## src/rtl/fetch_pc_unit.sv

```systemverilog
// Instruction fetch and program counter stage.
// Fetches one word per instruction and computes next pc on retire.
module fetch_pc_unit #(
  parameter logic [31:0] RESET_PC      = 32'h0000_0000,
  parameter int unsigned FETCH_TIMEOUT = 16
) (
  input  logic        clk,
  input  logic        rst,
  output logic        imem_req,
  output logic [31:0] imem_addr,
  input  logic        imem_ack,
  input  logic [31:0] imem_rdata,
  output logic [31:0] instr,
  output logic [5:0]  op,
  output logic [5:0]  funct,
  output logic        instr_valid,
  input  logic        instr_ready,
  input  logic        branch,
  input  logic        zero,
  input  logic        jump,
  input  logic        jr,
  input  logic [31:0] rs_data,
  output logic [31:0] pc,
  output logic [31:0] pc_plus4,
  output logic        fetch_err,
  output logic        misalign,
  output logic [31:0] retire_cnt
);

  typedef enum logic {
    FETCH = 1'b0,
    EXEC  = 1'b1
  } state_t;

  localparam logic [15:0] TMAX = 16'(FETCH_TIMEOUT - 1);

  state_t      state;
  logic [15:0] tcnt;
  logic [31:0] next_pc;
  logic [31:0] br_off;

  assign imem_addr = pc;
  assign op        = instr[31:26];
  assign funct     = instr[5:0];
  assign pc_plus4  = pc + 32'd4;

  // Next pc selection: jr over jump over taken branch over fall-through.
  always_comb begin
    br_off  = {{14{instr[15]}}, instr[15:0], 2'b00};
    next_pc = pc_plus4;
    if (jr)
      next_pc = {rs_data[31:2], 2'b00};
    else if (jump)
      next_pc = {pc_plus4[31:28], instr[25:0], 2'b00};
    else if (branch && zero)
      next_pc = pc_plus4 + br_off;
  end

  // Fetch/exec sequencer; req gap after timeout, ack wins at expiry.
  always_ff @(posedge clk) begin
    if (rst) begin
      state       <= FETCH;
      pc          <= RESET_PC;
      instr       <= '0;
      instr_valid <= 1'b0;
      imem_req    <= 1'b0;
      fetch_err   <= 1'b0;
      misalign    <= 1'b0;
      retire_cnt  <= '0;
      tcnt        <= '0;
    end else begin
      fetch_err <= 1'b0;
      misalign  <= 1'b0;
      unique case (state)
        FETCH: begin
          if (!imem_req) begin
            imem_req <= 1'b1;
          end else if (imem_ack) begin
            instr       <= imem_rdata;
            instr_valid <= 1'b1;
            imem_req    <= 1'b0;
            tcnt        <= '0;
            state       <= EXEC;
          end else if (tcnt == TMAX) begin
            fetch_err <= 1'b1;
            imem_req  <= 1'b0;
            tcnt      <= '0;
          end else begin
            tcnt <= tcnt + 16'd1;
          end
        end
        EXEC: begin
          if (instr_ready) begin
            pc          <= next_pc;
            instr_valid <= 1'b0;
            imem_req    <= 1'b1;
            retire_cnt  <= retire_cnt + 32'd1;
            misalign    <= jr && (rs_data[1:0] != 2'b00);
            tcnt        <= '0;
            state       <= FETCH;
          end
        end
        default: state <= FETCH;
      endcase
    end
  end

endmodule

```

## config.mk

```make
export PLATFORM = sky130hd
export DESIGN_NAME = fetch_pc_unit
export DESIGN_NICKNAME = d
export VERILOG_FILES = /design/src/rtl/fetch_pc_unit.sv
export SDC_FILE = /design/constraint.sdc
export NUM_CORES = 1
export LEC_CHECK = 0
export CORE_MARGIN = 3
export CORE_UTILIZATION = 51
export DETAILED_ROUTE_END_ITERATION = 10
export GPL_TIMING_DRIVEN = 0
export HOLD_SLACK_MARGIN = 0.08
export PLACE_DENSITY = 0.84
export SYNTH_ARGS = -nofsm -noshare
export SYNTH_HDL_FRONTEND = slang
export SYNTH_SLANG_ARGS = --single-unit
export TNS_END_PERCENT = 5
```

## constraint.sdc

```tcl
create_clock -name clk -period 10.2 [get_ports clk]
set_clock_uncertainty 0.15 [all_clocks]
set_input_delay 2.55 -clock clk [delete_from_list [all_inputs] [get_ports clk]]
set_output_delay 2.55 -clock clk [all_outputs]
set_load 0.02 [all_outputs]
```

==> flow_summary.toml <==
[finish]
final_cell_mix = "240 x clkdlybuf4s50_1, 153 x nand2_1, 115 x dfxtp_1"
seq_area_um2 = 2302
utilization_pct = 74.94
fillers = 1137
multi_input_area_um2 = 4887
drive_gt1_share_pct = 7.300
final_net_count = 1413
layout_commonest_cell = "clkdlybuf4s50_1"
syn_to_final_growth_pct = 41.78

[placement]
hpwl_um = 22690
routabilityCongestion = 0.9496
portBuffers = 240

[die]
core_um2 = 14750
die_area_um2 = 16810
initial_core_util_pct = 52.86
die_x_um = 129.7
chipHeight_um = 129.7
num_rows = 44
ios = 248

[critical_path]
critPathTopFamily = "simple AND/OR/NAND/NOR gates"
critPathMaxFanout = 7
critPathMaxStageDelay_ns = 0.72
end_kind = "primary output"
r2r_cells = 15
crit_type = "reg -> out"
critPathBufInv = 1
cp.depth = 7
crit_path_top_delay_cell = "clkdlybuf4s50_1"
worstPathCellList = "ha_1, and4_1, nand4_1, nor2_1, nand2_1, xnor2_1, clkdlybuf4s50_1"
cp-start-kind = "register"
cp.arrival_ns = 3.66
crit_required_ns = 7.50

[yosys]
synth-main-ff-cell = "dfxtp_1"
synth_seq_cells = 115
synth_area_um2 = 7799
ys_types = 72
synth_cells = 1038
ys_warn_count = 0
synth_edf_count = 0
async_flop_share_pct = 0
ys_seq_area_share_pct = 29.52
avgSynthCellArea_um2 = 7.513

[status]
status = "completed"

[route]
wl_per_cell_um = 20.24
firstDrtPassIters = 6
vias = 9126
via_per_inst = 6.084
routed_wl_um = 30360
drc_errors = 0
postRouteAntennaNets = 0
drtIter0Drc = 865

[global_routing]
met3_usage_pct = 8.904
met1_usage_pct = 44.34
antenna_found_initial = 1
overflow = 0
grt_pass1_wl_um = 45880
busiest_layer = "met2"
grtUsageMet2_pct = 57.51
grt_usage_pct = 35.18
grt_max_degree = 25
first_global_vias = 8519

[timing]
setup_tns_ns = 0
fmax_mhz = 157.1
period_needed_ns = 6.365
max-slew-margin-rel_pct = 27.18
drv_slew = 0
worst_pin_slew_ns = 1.091
setup_violations = 0
rsz0062_at_grt = "no"
fin_crit_sh_pct = 62.40
finalHoldViolCount = 0

[clock_network]
ctsRootBufferMaster = "clkbuf_16"
clk_pin_slew_ns = 0.06
post_cts_buffers = 0
cts_resized = 0
numCtsBuffers = 17
cts_tree = "yes"
hold_buffers = 0
clock-sinks = 115
htree_levels = 4
clk_latency_ns = 0.42
clk_path_buf_depth = 2

[power]
p_leak_uw = 0.004304
power_uw = 1329
ir_worst_vdd_v = 0.0001588
pwr_density_cell_nw_per_um2 = 120.2

[job]
maxCapViolCount = 0

[min_path]
hold_path_depth = 2
hold_path_class = "reg -> reg"
==> kinds of logic after synthesis <==
| family | count (synthesis) | synth area share (%) |
|---|---|---|
| flip-flops | 115 | 29.52 |
| adder cells (fa/ha/maj) | 39 | 6.353 |
| XOR/XNOR | 74 | 8.311 |
| AND/OR/NAND/NOR | 414 | 24.42 |
| buffers and inverters | 119 | 8.054 |
| multiplexers | 3 | 0.4011 |
| AO/OA/AOI/OAI | 273 | 22.89 |
| other | 1 | 0.04808 |
==> cell usage after synthesis (18+ instances only) <==
| master | count | share of area, % |
|---|---|---|
| nand2_1 | 153 | 7.4 |
| nor2_1 | 104 | 5.0 |
| buf_4 | 48 | 4.6 |
| xnor2_1 | 29 | 3.3 |
| nand4_1 | 18 | 1.4 |
| a21oi_1 | 102 | 6.5 |
| o21ai_0 | 37 | 2.4 |
| and3_1 | 26 | 2.1 |
| nor3_1 | 22 | 1.4 |
| dfxtp_1 | 115 | 30 |
| nand3_1 | 43 | 2.8 |
| ha_1 | 38 | 6.1 |
| xor2_1 | 45 | 5.1 |
| clkbuf_1 | 49 | 2.4 |
==> metrics by stage <==
stage               hold WS (ns)  cell area [um^2]  setup WS, ns  instances
floorplan                 0.2979              7818         5.479       1043
global placement          0.2915             10450         4.520       1467
detailed placement        0.2998             10450         4.469       1467
CTS                       0.3054             11050         3.975       1499
global route              0.3347             11060         3.805       1500
finish                    0.3030             11060         3.835       1500
==> per-layer routing <==
metal	wire length [um]	part of all wire, %
met2	13950	46
met1	11880	39
met4	1188	3.9
met5	0	0
met3	3344	11
==> state kept, by name (all words and copies together), names as in the netlist <==
register and flops:
fetch_err 1, imem_addr 30, imem_req 1, instr 32
instr_valid 1, misalign 1, retire_cnt 32, state 1
tcnt 16
==> path summary, 6_finish.rpt <==
check	start	end	slack, ns
worst min register to register	instr_valid	instr_valid	0.30
worst max register to register	imem_addr[2]	imem_addr[23]	5.40
worst min-delay path	instr_valid	instr_valid	0.30
worst max-delay path	imem_addr[2]	pc_plus4[24]	3.84
==> worst min-delay path, cell delays in order, from the launching register on <==
cell	delay, ns
dfxtp_1	0.30
nand2_1	0.05
a21oi_1	0.05
==> layout make-up <==
type	instances	area share [%]
flip-flops and latches	115	20.82
inverters	18	0.6111
diodes	1	0.02263
well taps	184	2.082
multi-input cells	809	44.20
plain buffers	101	5.070
clock buffers	18	3.972
clock inverters	14	1.494
repair buffers	240	21.73
==> where the power goes <==
group	leakage [uW]	switching (uW)	internal [uW]
Clock	0.000291	245	374
Combinational	0.00308	129	101
Sequential	0.000931	18.7	461
No activity file was read; power rests on OpenSTA's default activity.
